[src/rtl/xbar_slave_arb_if.sv]
// Request/grant bundle between the per-master address decode, the
// arbiter that owns one crossbar slave port, and the slave-side mux.
//   master : requester side (drives requests and the slave ack)
//   slave  : arbiter side (xbar_slave_arb connects here)
interface xbar_slave_arb_if #(
   parameter int NUM_MASTERS = 2,
   parameter int IDX_W       = $clog2(NUM_MASTERS)
);
   logic [NUM_MASTERS-1:0] m_req;
   logic                   s_ack;
   logic [NUM_MASTERS-1:0] grant;
   logic [IDX_W-1:0]       grant_idx;
   logic                   busy;
   logic                   s_req;
   logic                   timeout_err;

   modport master (
      output m_req, s_ack,
      input  grant, grant_idx, busy, s_req, timeout_err
   );

   modport slave (
      input  m_req, s_ack,
      output grant, grant_idx, busy, s_req, timeout_err
   );
endinterface

[src/rtl/xbar_slave_arb.sv]
// Registered round-robin arbiter for one crossbar slave port.
// The grant is held for a whole req/ack transaction and then moves to the
// next requester after the one just served, so no master can starve.
// Optional build macro XBAR_ARB_TIMEOUT_EN adds a wait counter that revokes
// a grant left waiting TIMEOUT cycles for s_ack and pulses timeout_err.
//
//   state | meaning
//   ------+------------------------------------------------------------
//   IDLE  | no grant; first requester after 'last' is granted next edge
//   OWNED | one master holds the slave until ack, abort or timeout
module xbar_slave_arb #(
   parameter int NUM_MASTERS = 2,
   parameter int IDX_W       = $clog2(NUM_MASTERS),
   parameter int TIMEOUT     = 16
) (
   input  logic            clk,
   input  logic            rst_n,
   xbar_slave_arb_if.slave bus
);

   typedef enum logic {IDLE, OWNED} state_t;

   state_t                 state_q, state_d;
   logic [NUM_MASTERS-1:0] grant_q, grant_d;
   logic [IDX_W-1:0]       idx_q, idx_d;
   logic [IDX_W-1:0]       last_q, last_d;
   logic                   terr_q, terr_d;
   logic                   tmo;
   logic                   owner_req;

   logic [IDX_W-1:0]       ptr;
   logic [IDX_W-1:0]       pick_idx;
   logic [IDX_W-1:0]       scan_idx;
   logic [NUM_MASTERS-1:0] cand;
   logic                   pick_found;

   // Out-of-range parameters are rejected at elaboration.
   if (NUM_MASTERS < 2 || NUM_MASTERS > 8 || TIMEOUT < 2 || TIMEOUT > 255) begin : g_bad_param
      $error("xbar_slave_arb: parameter out of range");
   end

   assign owner_req = |(grant_q & bus.m_req);

`ifdef XBAR_ARB_TIMEOUT_EN
   logic [7:0] cnt_q, cnt_d;

   assign tmo = (state_q == OWNED) && !bus.s_ack && (cnt_q == 8'(TIMEOUT - 1));

   // Wait counter: cleared on each new grant, counts OWNED cycles without ack.
   always_ff @(posedge clk) begin
      if (!rst_n) cnt_q <= '0;
      else        cnt_q <= cnt_d;
   end
`else
   assign tmo = 1'b0;
`endif

   // Round-robin search: first candidate after ptr, wrapping modulo NUM_MASTERS.
   // After a completion the pointer is the master just served and its own
   // request is masked out for that cycle.
   always_comb begin
      ptr        = (state_q == OWNED) ? idx_q : last_q;
      cand       = (state_q == OWNED) ? (bus.m_req & ~grant_q) : bus.m_req;
      pick_found = 1'b0;
      pick_idx   = '0;
      scan_idx   = '0;
      for (int i = 1; i <= NUM_MASTERS; i++) begin
         scan_idx = IDX_W'((int'(ptr) + i) % NUM_MASTERS);
         if (!pick_found && cand[scan_idx]) begin
            pick_found = 1'b1;
            pick_idx   = scan_idx;
         end
      end
   end

   // Next-state and next-grant decision.
   always_comb begin
      state_d = state_q;
      grant_d = grant_q;
      idx_d   = idx_q;
      last_d  = last_q;
      terr_d  = 1'b0;
`ifdef XBAR_ARB_TIMEOUT_EN
      cnt_d   = cnt_q;
`endif
      case (state_q)
         IDLE: begin
            if (pick_found) begin
               state_d = OWNED;
               grant_d = NUM_MASTERS'(1) << pick_idx;
               idx_d   = pick_idx;
`ifdef XBAR_ARB_TIMEOUT_EN
               cnt_d   = '0;
`endif
            end
         end
         OWNED: begin
            if (bus.s_ack || tmo) begin
               // Completion (or revocation): record the served master and
               // hand over back-to-back if anyone else is waiting.
               last_d = idx_q;
               terr_d = tmo;
               if (pick_found) begin
                  grant_d = NUM_MASTERS'(1) << pick_idx;
                  idx_d   = pick_idx;
`ifdef XBAR_ARB_TIMEOUT_EN
                  cnt_d   = '0;
`endif
               end else begin
                  state_d = IDLE;
                  grant_d = '0;
               end
            end else if (!owner_req) begin
               // Abort: the owner withdrew without completing; 'last' is kept.
               state_d = IDLE;
               grant_d = '0;
            end else begin
`ifdef XBAR_ARB_TIMEOUT_EN
               cnt_d = cnt_q + 8'd1;
`endif
            end
         end
         default: begin
            state_d = IDLE;
            grant_d = '0;
         end
      endcase
   end

   // State, grant and priority-pointer registers.
   always_ff @(posedge clk) begin
      if (!rst_n) begin
         state_q <= IDLE;
         grant_q <= '0;
         idx_q   <= '0;
         last_q  <= IDX_W'(NUM_MASTERS - 1);
         terr_q  <= 1'b0;
      end else begin
         state_q <= state_d;
         grant_q <= grant_d;
         idx_q   <= idx_d;
         last_q  <= last_d;
         terr_q  <= terr_d;
      end
   end

   assign bus.grant       = grant_q;
   assign bus.grant_idx   = idx_q;
   assign bus.busy        = (state_q == OWNED);
   assign bus.s_req       = owner_req;
   assign bus.timeout_err = terr_q;

endmodule

[src/flat_wrapper.sv]
// flat-port wrapper written by rule: the top's interface ports become plain ports
module xbar_slave_arb_flat 
#(
   parameter int NUM_MASTERS = 2,
   parameter int IDX_W       = $clog2(NUM_MASTERS),
   parameter int TIMEOUT     = 16
)
  (clk, rst_n, bus_m_req, bus_s_ack, bus_grant, bus_grant_idx, bus_busy, bus_s_req, bus_timeout_err);
  xbar_slave_arb_if #(.NUM_MASTERS(NUM_MASTERS), .IDX_W(IDX_W)) bus_i ();
  input  logic clk;
  input  logic rst_n;
  input wire logic [$bits(bus_i.m_req)-1:0] bus_m_req;
  input wire logic [$bits(bus_i.s_ack)-1:0] bus_s_ack;
  output wire logic [$bits(bus_i.grant)-1:0] bus_grant;
  output wire logic [$bits(bus_i.grant_idx)-1:0] bus_grant_idx;
  output wire logic [$bits(bus_i.busy)-1:0] bus_busy;
  output wire logic [$bits(bus_i.s_req)-1:0] bus_s_req;
  output wire logic [$bits(bus_i.timeout_err)-1:0] bus_timeout_err;
  assign bus_i.m_req = bus_m_req;
  assign bus_i.s_ack = bus_s_ack;
  assign bus_grant = bus_i.grant;
  assign bus_grant_idx = bus_i.grant_idx;
  assign bus_busy = bus_i.busy;
  assign bus_s_req = bus_i.s_req;
  assign bus_timeout_err = bus_i.timeout_err;
  xbar_slave_arb #(.NUM_MASTERS(NUM_MASTERS), .IDX_W(IDX_W), .TIMEOUT(TIMEOUT)) u_core (.clk(clk), .rst_n(rst_n), .bus(bus_i));
endmodule
[config.mk]
export PLATFORM = sky130hd
export DESIGN_NAME = xbar_slave_arb_flat
export DESIGN_NICKNAME = d
export VERILOG_FILES = /design/src/rtl/xbar_slave_arb_if.sv /design/src/rtl/xbar_slave_arb.sv /design/src/flat_wrapper.sv
export SDC_FILE = /design/constraint.sdc
export NUM_CORES = 1
export LEC_CHECK = 0
export BUFFER_PORTS_ARGS = -buffer_cell sky130_fd_sc_hd__buf_2
export CAP_MARGIN = 10
export CORE_AREA = 2 2 39 41
export DETAILED_ROUTE_END_ITERATION = 12
export DIE_AREA = 0 0 41 43
export PLACE_DENSITY = 0.44
export SYNTH_ARGS = -nofsm -noshare
export SYNTH_HDL_FRONTEND = slang
export SYNTH_SLANG_ARGS = --single-unit
[constraint.sdc]
create_clock -name clk -period 3.2 [get_ports clk]
set_input_delay 0.32 -clock clk [delete_from_list [all_inputs] [get_ports clk]]
set_output_delay 0.32 -clock clk [all_outputs]
set_load 0.1 [all_outputs]
# Word-level counts from Yosys, hierarchy flattened
# Index checks and enable logic that the tools add are counted.
# totals
reg_bits,5
input_bits,5
out_inout_bits,6
# op_classes
n_addsub,2
order_cmp,2
n_eq_ne,3
n_shift,1
muxes,22
bitwise_logic,4
reduce_logical,5
# ops
op,count
1-bit two-way mux,14
2-bit two-way mux,5
2-bit AND,2
1-bit by 2-bit < comparator with 1-bit output (second input constant),2
1-bit one-hot mux with 2 select lines,2
2-bit one-hot mux with 2 select lines,1
2-bit AND reduction,2
3-bit inequality test (second input constant),1
1-bit adder (second input constant),2
2-bit by 1-bit inequality test with 1-bit output (second input constant),1
2-bit inequality test (second input constant),1
2-bit inverter,1
2-bit OR reduction,1
1-bit by 1-bit << shifter with 2-bit output (first input constant),1
1-bit logical AND,1
1-bit zero test,1
1-bit inverter,1

# Depth between registers and ports, before layout
# Gate-level depths: netlist (run 1).
# logic_depth
ltp_word,13
depth_mapped,5
depth_no_buf,4

# Worst setup path after synthesis (run 1)
# OpenSTA, ideal clock, no wires.
# synth_path
path_kind,flip-flop to flip-flop
from,reg u_core.grant_q[1] (netlist: u_core.bus.grant[1])
to,reg u_core.state_q (netlist: u_core.bus.busy)
setup_time_ns,0.059
arrival_ns,2.226
t_required_ns,3.141
setup_slack_ns,0.914
path_stages_with_launch,4
synth_period_minus_slack_ns,2.286
path_cell_list,dfxtp_1 > a22o_1 > nor2b_1 > o31a_1
# synth_rtl
item,line_no,rtl
"start, declared",xbar_slave_arb.sv:24,"logic [NUM_MASTERS-1:0] grant_q, grant_d;"
"start signal, assigned",xbar_slave_arb.sv:140,grant_q <= grant_d;
2-bit AND,xbar_slave_arb.sv:42,assign owner_req = |(grant_q & bus.m_req);
2-bit OR reduction,xbar_slave_arb.sv:42,
net bus_s_req,flat_wrapper.sv:17,output wire logic [$bits(bus_i.s_req)-1:0] bus_s_req;
1-bit two-way mux,xbar_slave_arb.sv:113,end else if (!owner_req) begin
1-bit two-way mux,xbar_slave_arb.sv:98,if (bus.s_ack || tmo) begin
1-bit one-hot mux with 2 select lines,xbar_slave_arb.sv:86,case (state_q)
"end signal, assigned",xbar_slave_arb.sv:139,state_q <= state_d;
"end, declared",xbar_slave_arb.sv:23,"state_t state_q, state_d;"
# The timed path passes the listed nets, and every way through them passes these cells. The select of a mux whose other input is x is not followed.
# A chain may end at the register's enable or synchronous reset.

# Final worst setup path (run 1)
# layout_path
from,reg u_core.grant_q[1] (netlist: u_core.bus.grant[1])
to,out bus_s_req
# layout_between
elab_chain_len,2
# layout_lines
item,line_no
2-bit AND,xbar_slave_arb.sv:42
2-bit OR reduction,xbar_slave_arb.sv:42
"end, declared",flat_wrapper.sv:17
# No other way between the ends.

==> results.yml, run 1 <==
flow_run:
  drv_cap: 0
placed_design:
  hpwl_um: 479
  place_congestion: 0.677
  dpl-instance-area_sq_um: 352
  port_buffers: 9
  place_ws_ns: 1.82
sta:
  setup_ws_ns: 1.64
  fin_crit_ns: 1.56
  fmax_mhz: 642
  hold_viol: 0
  skew_ns: 0.000451
  fin_crit_sh_pct: 48.7
  rsz0062_at_grt: "no"
  final-setup-viol-count: 0
  finalSetupTns_ns: 0
  drv_slew: 0
drt:
  avgRoutedWirePerCell_um: 10.1
  postRouteAntennaNets: 0
  dr_wl_met2_um: 301
  drt_wl_total_um: 654
  wl_met1_um: 318
  dr_wl_met3_um: 34
  first_pass_iters: 4
  drc: 0
  topRoutingLayerUsed: "met3"
  via_per_inst: 4.57
  drt_iter0_drc: 5
  num_vias: 297
clocking:
  cts_tree: "built"
  clkLatencyLatePin_ns: 0.24
  cts-buffers-inserted: 3
  clockRootBuffer: "clkbuf_4"
  ctsHoldBuffers: 0
  h-tree-depth: 1
  cts_setup_buffers: 0
  cts_resized: 0
  cts_buffer_depth: 2
  cts.reportedPaths.clkPinSlew_ns: 0.04
  cts_sinks: 5
setup_path:
  cp.arrival_ns: 1.24
  crit_buf_inv: 1
  cp_cell_sequence: "a22o_1 -> buf_2"
  rrSetupSlack_ns: 2.00
  cp-start-kind: "flop"
  critPathMaxStageDelay_ns: 0.42
  required_ns: 2.88
  cp_slowest_cell: "buf_2"
  r2r_start: "u_core.bus.grant[1]"
  timing.critical_path.from: "u_core.bus.grant[1]"
  worst-path-max-fanout: 6
  cp_top_family: "buffers and inverters"
  worstSetupPathType: "reg2out"
  worstSetupEndpointType: "primary output"
floorplanning:
  die_x_um: 41
  fp.coreArea_sq_um: 1380
  fp.dieH_um: 43
  start_util_pct: 22.1
  rows: 14
  num_io_pins: 11
  dieArea_sq_um: 1760
synthesis:
  synth-seq-cells: 5
  ys_seq_area_share_pct: 32.8
  syn_nets: 43
  yosysWarnings: 0
  synth_cells: 38
  avgSynthCellArea_sq_um: 8.03
  syn-cell-area_sq_um: 305
  yosysUniqueCellTypes: 22
cells_and_area:
  drive_above_1_share_pct: 26.5
  areaGrowthSynthToFinish_pct: 23.8
  regArea_sq_um: 100
  antennaDiodeCount: 0
  finalInstanceArea_sq_um: 378
  final_common_cell: "buf_2"
  fin_util_pct: 27.3
  multi_input_area_sq_um: 186
  nNetsFinal: 55
  fill_cells: 152
  most-common-layout-cells: "9 x buf_2, 5 x dfxtp_1, 4 x a21boi_1"
global_routing:
  grt_max_degree: 10
  grt_first_pass_wirelength_um: 952
  antenna_found_initial: 0
  track_usage_pct: 8.74
  grt-ovfl-total: 0
  grt_pass1_vias: 241
power:
  power_frac_clock_pct: 31.9
  p_total_uw: 227
  p_per_area_nw_per_um2: 601
  swShare_pct: 41.7
  comb_power_share_pct: 35.0
  p_leak_nw: 0.159
  seqPwrFrac_pct: 33.1
  p_int_uw: 132
  ir_drop_v: 0.000235
  switchingPower_uw: 94.8
status:
  status: "finished, final reports clean"
hold_path:
  min_path_type: "in2reg"
  min-delay-start: "rst_n"
worst reg2reg max path, cell delays in order (launching register included):
cell and delay [ns]:
dfxtp_1 0.40, nand2b_1 0.13, a21boi_1 0.10, or3b_1 0.36, a21boi_1 0.14
worst paths after layout:
path                                to  cells past startpoint
setup / recovery             bus_s_req                      2
hold / removal           u_core.last_q                      2
setup reg to reg  u_core.bus.grant_idx                      4
hold reg to reg          u_core.last_q                      2
cells by family (layout without fill, tap and decap cells):
group           Yosys count  count (layout)  synth area share (%)
simple gates             18              18                  33.6
compound gates           12              12                  26.2
flops                     5               5                  32.8
buf+inv                   2              13                  6.15
other cells               1               1                  1.23
stage by stage:
| step | hold slack (ns) | cells |
|---|---|---|
| after floorplan | 0.392 | 38 |
| after CTS | 0.291 | 65 |
| after detailed placement | 0.462 | 61 |
| after global placement | 0.462 | 61 |
| final | 0.296 | 65 |
| after global routing | 0.288 | 65 |
power by group through the flow:
stage                     combinational, mW  clock [mW]  sequential (mW)
after global routing                 0.0834      0.0811           0.0759
after global placement               0.0801           0           0.0769
after detailed placement             0.0796           0           0.0764
after floorplan                      0.0365           0            0.107
final                                0.0794      0.0725           0.0753
after CTS                            0.0800      0.0770           0.0753
state kept, by name (all words and copies together) (netlist names):
| signal | count |
|---|---|
| u_core.bus.grant | 2 |
| u_core.last_q | 1 |
| u_core.bus.grant_idx | 1 |
| u_core.bus.busy | 1 |
cell usage after synthesis:
master / instances / area [sq um]
dfxtp_1: 5 / 100
nand3_1: 2 / 10.0
nor2b_1: 1 / 6.26
conb_1: 1 / 3.75
nand4b_1: 1 / 8.76
nand3b_1: 1 / 7.51
nor3_1: 1 / 5.00
nor2_1: 3 / 11.3
a21oi_1: 2 / 10.0
o21ai_1: 1 / 5.00
and4_1: 1 / 8.76
a22o_1: 1 / 8.76
nor2_2: 1 / 6.26
or3b_1: 1 / 8.76
nand2_1: 3 / 11.3
buf_6: 1 / 11.3
nand2b_1: 3 / 18.8
o31a_1: 1 / 8.76
o21bai_1: 1 / 7.51
o21ai_0: 2 / 10.0
buf_4: 1 / 7.51
a21boi_1: 4 / 30.0
cell type report:
class / count / area share [%]
clock buffers: 4 / 6.95
multi-input cells: 31 / 49.3
flip-flops and latches: 5 / 26.5
well taps: 16 / 5.30
repair buffers: 9 / 11.9
routing by layer:
| layer | vias to the layer above | track usage (%) |
|---|---|---|
| met1 | 132 | 11.3 |
| met4 | 0 | 10.0 |
| li1 | 158 | - |
| met3 | 0 | 3.14 |
| met5 | - | 0 |
| met2 | 7 | 9.69 |
(Power assumes the default switching activity.)
==> run 2, diff against run 1 <==
ABC_AREA = 1   (was unset)
PLACE_DENSITY = 0.42   (was 0.44)
clock period = 1.5 ns   (was 3.2 ns; I/O delays follow)
==> results.yml, run 2 <==
status:
  status: "finished, final reports clean"
setup_path:
  cp.arrival_ns: 1.16
  worstSetupPathType: "reg2out"
  worstSetupEndpointType: "primary output"
  cp-start-kind: "flop"
  worst-path-max-fanout: 5
  required_ns: 1.35
drt:
  drt_wl_total_um: 569
  avgRoutedWirePerCell_um: 7.79
  drc: 0
  first_pass_iters: 2
  drt_iter0_drc: 3
  num_vias: 282
  via_per_inst: 3.86
  postRouteAntennaNets: 0
floorplanning:
  start_util_pct: 20.6
  num_io_pins: 11
  fp.coreArea_sq_um: 1380
  die_x_um: 41
  dieArea_sq_um: 1760
  fp.dieH_um: 43
  rows: 14
cells_and_area:
  nNetsFinal: 63
  largest_reg_flops: 2
  antennaDiodeCount: 0
  fin_util_pct: 27.9
  areaGrowthSynthToFinish_pct: 35.5
  most-common-layout-cells: "17 x nand2_1, 9 x buf_2, 6 x inv_1"
  finalInstanceArea_sq_um: 387
  drive_above_1_share_pct: 38.6
  final_common_cell: "nand2_1"
clocking:
  cts_resized: 0
  cts.reportedPaths.clkPinSlew_ns: 0.04
  clockRootBuffer: "clkbuf_4"
  cts_setup_buffers: 0
  cts_sinks: 5
  clkLatencyLatePin_ns: 0.24
  h-tree-depth: 1
  cts_buffer_depth: 2
  cts-buffers-inserted: 3
  ctsHoldBuffers: 0
  cts_tree: "built"
global_routing:
  grt-ovfl-total: 0
  antenna_found_initial: 0
  track_usage_pct: 8.74
  grt_pass1_vias: 278
  grt_first_pass_wirelength_mm: 1.01
  grt_max_degree: 7
synthesis:
  synth_cells: 45
  yosys.area.top_type: "dfxtp_1"
  synth_edf_count: 0
  yosysWarnings: 0
  syn-cell-area_sq_um: 285
  synth-seq-cells: 5
  async_flop_share_pct: 0
  yosysUniqueCellTypes: 13
  synthTopCellsByArea: "dfxtp_1 35%, nand2_1 24%, a21oi_1 8.8%"
  synthFlopType: "dfxtp_1"
  ys_seq_area_share_pct: 35.1
  yosysMostFrequentCell: "nand2_1"
  ys_top_cells_by_count: "18 x nand2_1, 6 x inv_1, 5 x a21oi_1, 5 x dfxtp_1"
  syn_nets: 50
  avgSynthCellArea_sq_um: 6.34
  synth_top_area_share_pct: 35.1
sta:
  finalSetupTns_ns: 0
  final-setup-viol-count: 0
  rsz0062_at_grt: "no"
  skew_ns: 0.00321
  fin_crit_sh_pct: 87.1
  fmax_mhz: 765
  drv_slew: 0
  fin_crit_ns: 1.31
  hold_viol: 0
placed_design:
  port_buffers: 9
  hpwl_um: 502
  place_congestion: 0.681
  dpl-instance-area_sq_um: 360
power:
  ir_drop_v: 0.000275
  p_per_area_nw_per_um2: 1240
  p_leak_nw: 0.202
hold_path:
  min_path_type: "in2reg"
flow_run:
  drv_cap: 0
-- run 2: cell count changes after synthesis, moves of 2 or more --
cell,before,now
a21boi_1,4,0
a21oi_1,2,5
inv_1,0,6
nand2_1,3,18
nand2_2,0,2
nand2b_1,3,0
nor2_1,3,0
-- run 2: report_power, final --
part           switching [mW]  internal [mW]  leakage (nW)
registers              0.0105          0.146        0.0433
logic                   0.138         0.0311         0.144
clock network          0.0534          0.100        0.0150
-- run 2: cell type report --
type | count | area [sq um]
clock buffers | 4 | 26.3
repair buffers | 9 | 45.0
flip-flops and latches | 5 | 110
multi-input cells | 32 | 159
fillers | 162 | 997
inverters | 7 | 26.3
well taps | 16 | 20.0
-- run 2: cell families (layout without fill, tap and decap cells) --
kind of cell	count (synthesis)	in the layout	synth area share, %
other	1	1	1.31
AO/OA/AOI/OAI	8	8	16.2
flip-flops	5	5	35.1
buffers and inverters	8	20	11.8
AND/OR/NAND/NOR	23	23	35.5
-- run 2: metal layers --
metal | vias up | share of wire, % | GRT usage (%)
met5 | - | 0 | 0
met4 | 0 | 0 | 6.00
met3 | 0 | 6.3 | 3.14
met2 | 7 | 50 | 13.4
met1 | 110 | 44 | 9.35
li1 | 165 | - | -
-- run 2: critical path, stage by stage (launching register included) --
cell     delay (ns)
dfxtp_4        0.35
nand2_1        0.08
nand2_4        0.07
buf_2          0.42
-- run 2: worst paths after layout --
check                  startpoint                   end  slack [ns]  depth (start not counted)
min                         rst_n         u_core.last_q        0.13                          2
max           u_core.bus.grant[0]             bus_s_req        0.19                          3
min reg2reg  u_core.bus.grant_idx  u_core.bus.grant_idx        0.48                          2
max reg2reg       u_core.bus.busy  u_core.bus.grant_idx        0.54                          6
-- run 2: metrics by stage --
step                      power, mW  setup slack, ns  hold slack, ns  cells
after floorplan               0.304            0.146           0.249     45
after global placement        0.332            0.442           0.366     69
after detailed placement      0.330            0.438           0.372     69
after CTS                     0.488            0.179           0.121     73
after global routing          0.517            0.141           0.126     73
final                         0.480            0.193           0.125     73
==> run 3, diff against run 2 <==
--- a/config.mk
+++ b/config.mk
@@ -10,2 +10,4 @@
 export CAP_MARGIN = 10
+export CELL_PAD_IN_SITES_DETAIL_PLACEMENT = 0
+export CELL_PAD_IN_SITES_GLOBAL_PLACEMENT = 1
 export CORE_AREA = 2 2 39 41
@@ -13,3 +15,3 @@
 export DIE_AREA = 0 0 41 43
-export PLACE_DENSITY = 0.42
+export PLACE_DENSITY = 0.57
 export SYNTH_ARGS = -nofsm -noshare
--- a/constraint.sdc
+++ b/constraint.sdc
@@ -3,2 +3,2 @@
 set_output_delay 0.15 -clock clk [all_outputs]
-set_load 0.1 [all_outputs]
+set_load 0.05 [all_outputs]
==> results.yml, run 3 (synthesis gave the netlist of run 2 again) <==
status:
  status: "finished, final reports clean"
setup_path:
  r2r-end: "u_core.bus.grant[1]"
  critPathMaxStageDelay_ns: 0.37
  cp_top_family: "flip-flops"
  worstSetupPathType: "reg2out"
  cp.arrival_ns: 1.03
  crit_buf_inv: 1
  worst-path-max-fanout: 4
  cp_cell_sequence: "nand2_1 -> nand2_2 -> buf_2"
  cp_slowest_cell: "dfxtp_1"
  required_ns: 1.35
  reg2regPathDepth: 6
  r2r_start: "u_core.bus.busy"
  cp-start-kind: "flop"
  worstSetupEndpointType: "primary output"
  rrSetupSlack_ns: 0.48
clocking:
  cts_buffer_depth: 2
  h-tree-depth: 1
  cts_sinks: 5
  cts_setup_buffers: 0
  cts_tree: "built"
  ctsHoldBuffers: 0
  clockRootBuffer: "clkbuf_4"
  cts-buffers-inserted: 3
  clkLatencyLatePin_ns: 0.25
  cts_resized: 0
  cts.reportedPaths.clkPinSlew_ns: 0.04
placed_design:
  place_ws_ns: 0.485
  port_buffers: 9
  hpwl_um: 555
  place_congestion: 0.713
global_routing:
  grt-ovfl-total: 0
  grt_max_degree: 7
  antenna_found_initial: 0
  track_usage_pct: 9.14
  grt_first_pass_wirelength_mm: 1.00
  grt_pass1_vias: 265
sta:
  fin_crit_sh_pct: 78.4
  hold_viol: 0
  fmax_mhz: 850
  rsz0062_at_grt: "no"
  drv_slew: 0
  fin_crit_ns: 1.18
  finalSetupTns_ns: 0
  skew_ns: 0.000276
  final-setup-viol-count: 0
  setup_ws_ns: 0.324
hold_path:
  holdPathEnd: "u_core.last_q"
  min-delay-start: "rst_n"
  worstHoldPathCells: 2
  min_path_type: "in2reg"
drt:
  via_per_inst: 4.11
  drc: 0
  num_vias: 300
  drt_iter0_drc: 9
  first_pass_iters: 4
  postRouteAntennaNets: 0
  avgRoutedWirePerCell_um: 9.00
  drt_wl_total_um: 657
cells_and_area:
  most-common-layout-cells: "17 x nand2_1, 9 x buf_2, 6 x inv_1"
  final_common_cell: "nand2_1"
  antennaDiodeCount: 0
  areaGrowthSynthToFinish_pct: 30.7
  fill_cells: 172
  drive_above_1_share_pct: 33.3
  largest_reg_flops: 2
  nNetsFinal: 63
power:
  p_leak_nw: 0.200
  ir_drop_v: 0.000270
  swShare_pct: 36.3
  p_total_uw: 435
  switchingPower_uw: 158
  power_frac_clock_pct: 36.8
  p_per_area_nw_per_um2: 1170
  comb_power_share_pct: 26.9
  seqPwrFrac_pct: 36.3
  p_int_uw: 277
flow_run:
  drv_cap: 0
floorplanning:
  num_io_pins: 11
  die_x_um: 41
  fp.dieH_um: 43
  start_util_pct: 20.6
  rows: 14
  dieArea_sq_um: 1760
  fp.coreArea_sq_um: 1380
run 3: changes by cell type in the layout (fill, tap and decap cells not counted):
cell / previous run / this run
nand2_2: 2 / 3
dfxtp_4: 2 / 0
dfxtp_2: 2 / 1
nand2_4: 1 / 0
dfxtp_1: 1 / 4
run 3: cell type report:
| cell class | count | area [sq um] | share of cell area (%) |
|---|---|---|---|
| flip-flops and latches | 5 | 101 | 27.2 |
| repair buffers | 9 | 45.0 | 12.1 |
| clock buffers | 4 | 26.3 | 7.05 |
| multi-input cells | 32 | 154 | 41.3 |
| well taps | 16 | 20.0 | 5.37 |
| inverters | 7 | 26.3 | 7.05 |
run 3: power by group through the flow:
stage,Sequential (mW),Clock [mW],Combinational [mW]
CTS,0.158,0.163,0.119
global placement,0.161,0,0.120
floorplan,0.191,0,0.0605
finish,0.158,0.160,0.117
global route,0.159,0.177,0.128
detailed placement,0.160,0,0.119
run 3: worst reg2reg max path, delay by kind of cell, from the launching register on:
family	cells	cell delay (ns)
simple gates	4	0.31
buf+inv	1	0.09
flops	1	0.42
compound gates	1	0.14
run 3: how the worst max path moves through the flow:
stage / to / start / depth (start not counted) / slack [ns]
2_1_floorplan: u_core.bus.grant[1] / u_core.bus.grant[1] / 6 / 0.08
3_3_place_gp: u_core.bus.grant[1] / u_core.bus.busy / 6 / 0.51
3_5_place_dp: u_core.bus.grant[1] / u_core.bus.busy / 6 / 0.48
4_1_cts: bus_s_req / u_core.bus.grant[1] / 3 / 0.32
5_1_grt: bus_s_req / u_core.bus.grant[1] / 3 / 0.27
6_report: bus_s_req / u_core.bus.grant[1] / 3 / 0.32
run 3: layer usage:
metal / routed length, um / GRT usage (%)
met2: 283 / 12.2
met1: 294 / 9.97
met5: 0 / 0
met3: 55 / 3.14
met4: 25 / 10.0
run 3: stage by stage:
stage               util (%)  std cells  hold WS [ns]  area (sq um)
floorplan                  -         45         0.249           289
global placement        25.0         69         0.371           347
detailed placement      25.0         69         0.371           347
CTS                     26.9         73         0.118           373
global route            26.9         73         0.111           373
finish                  26.9         73         0.117           373
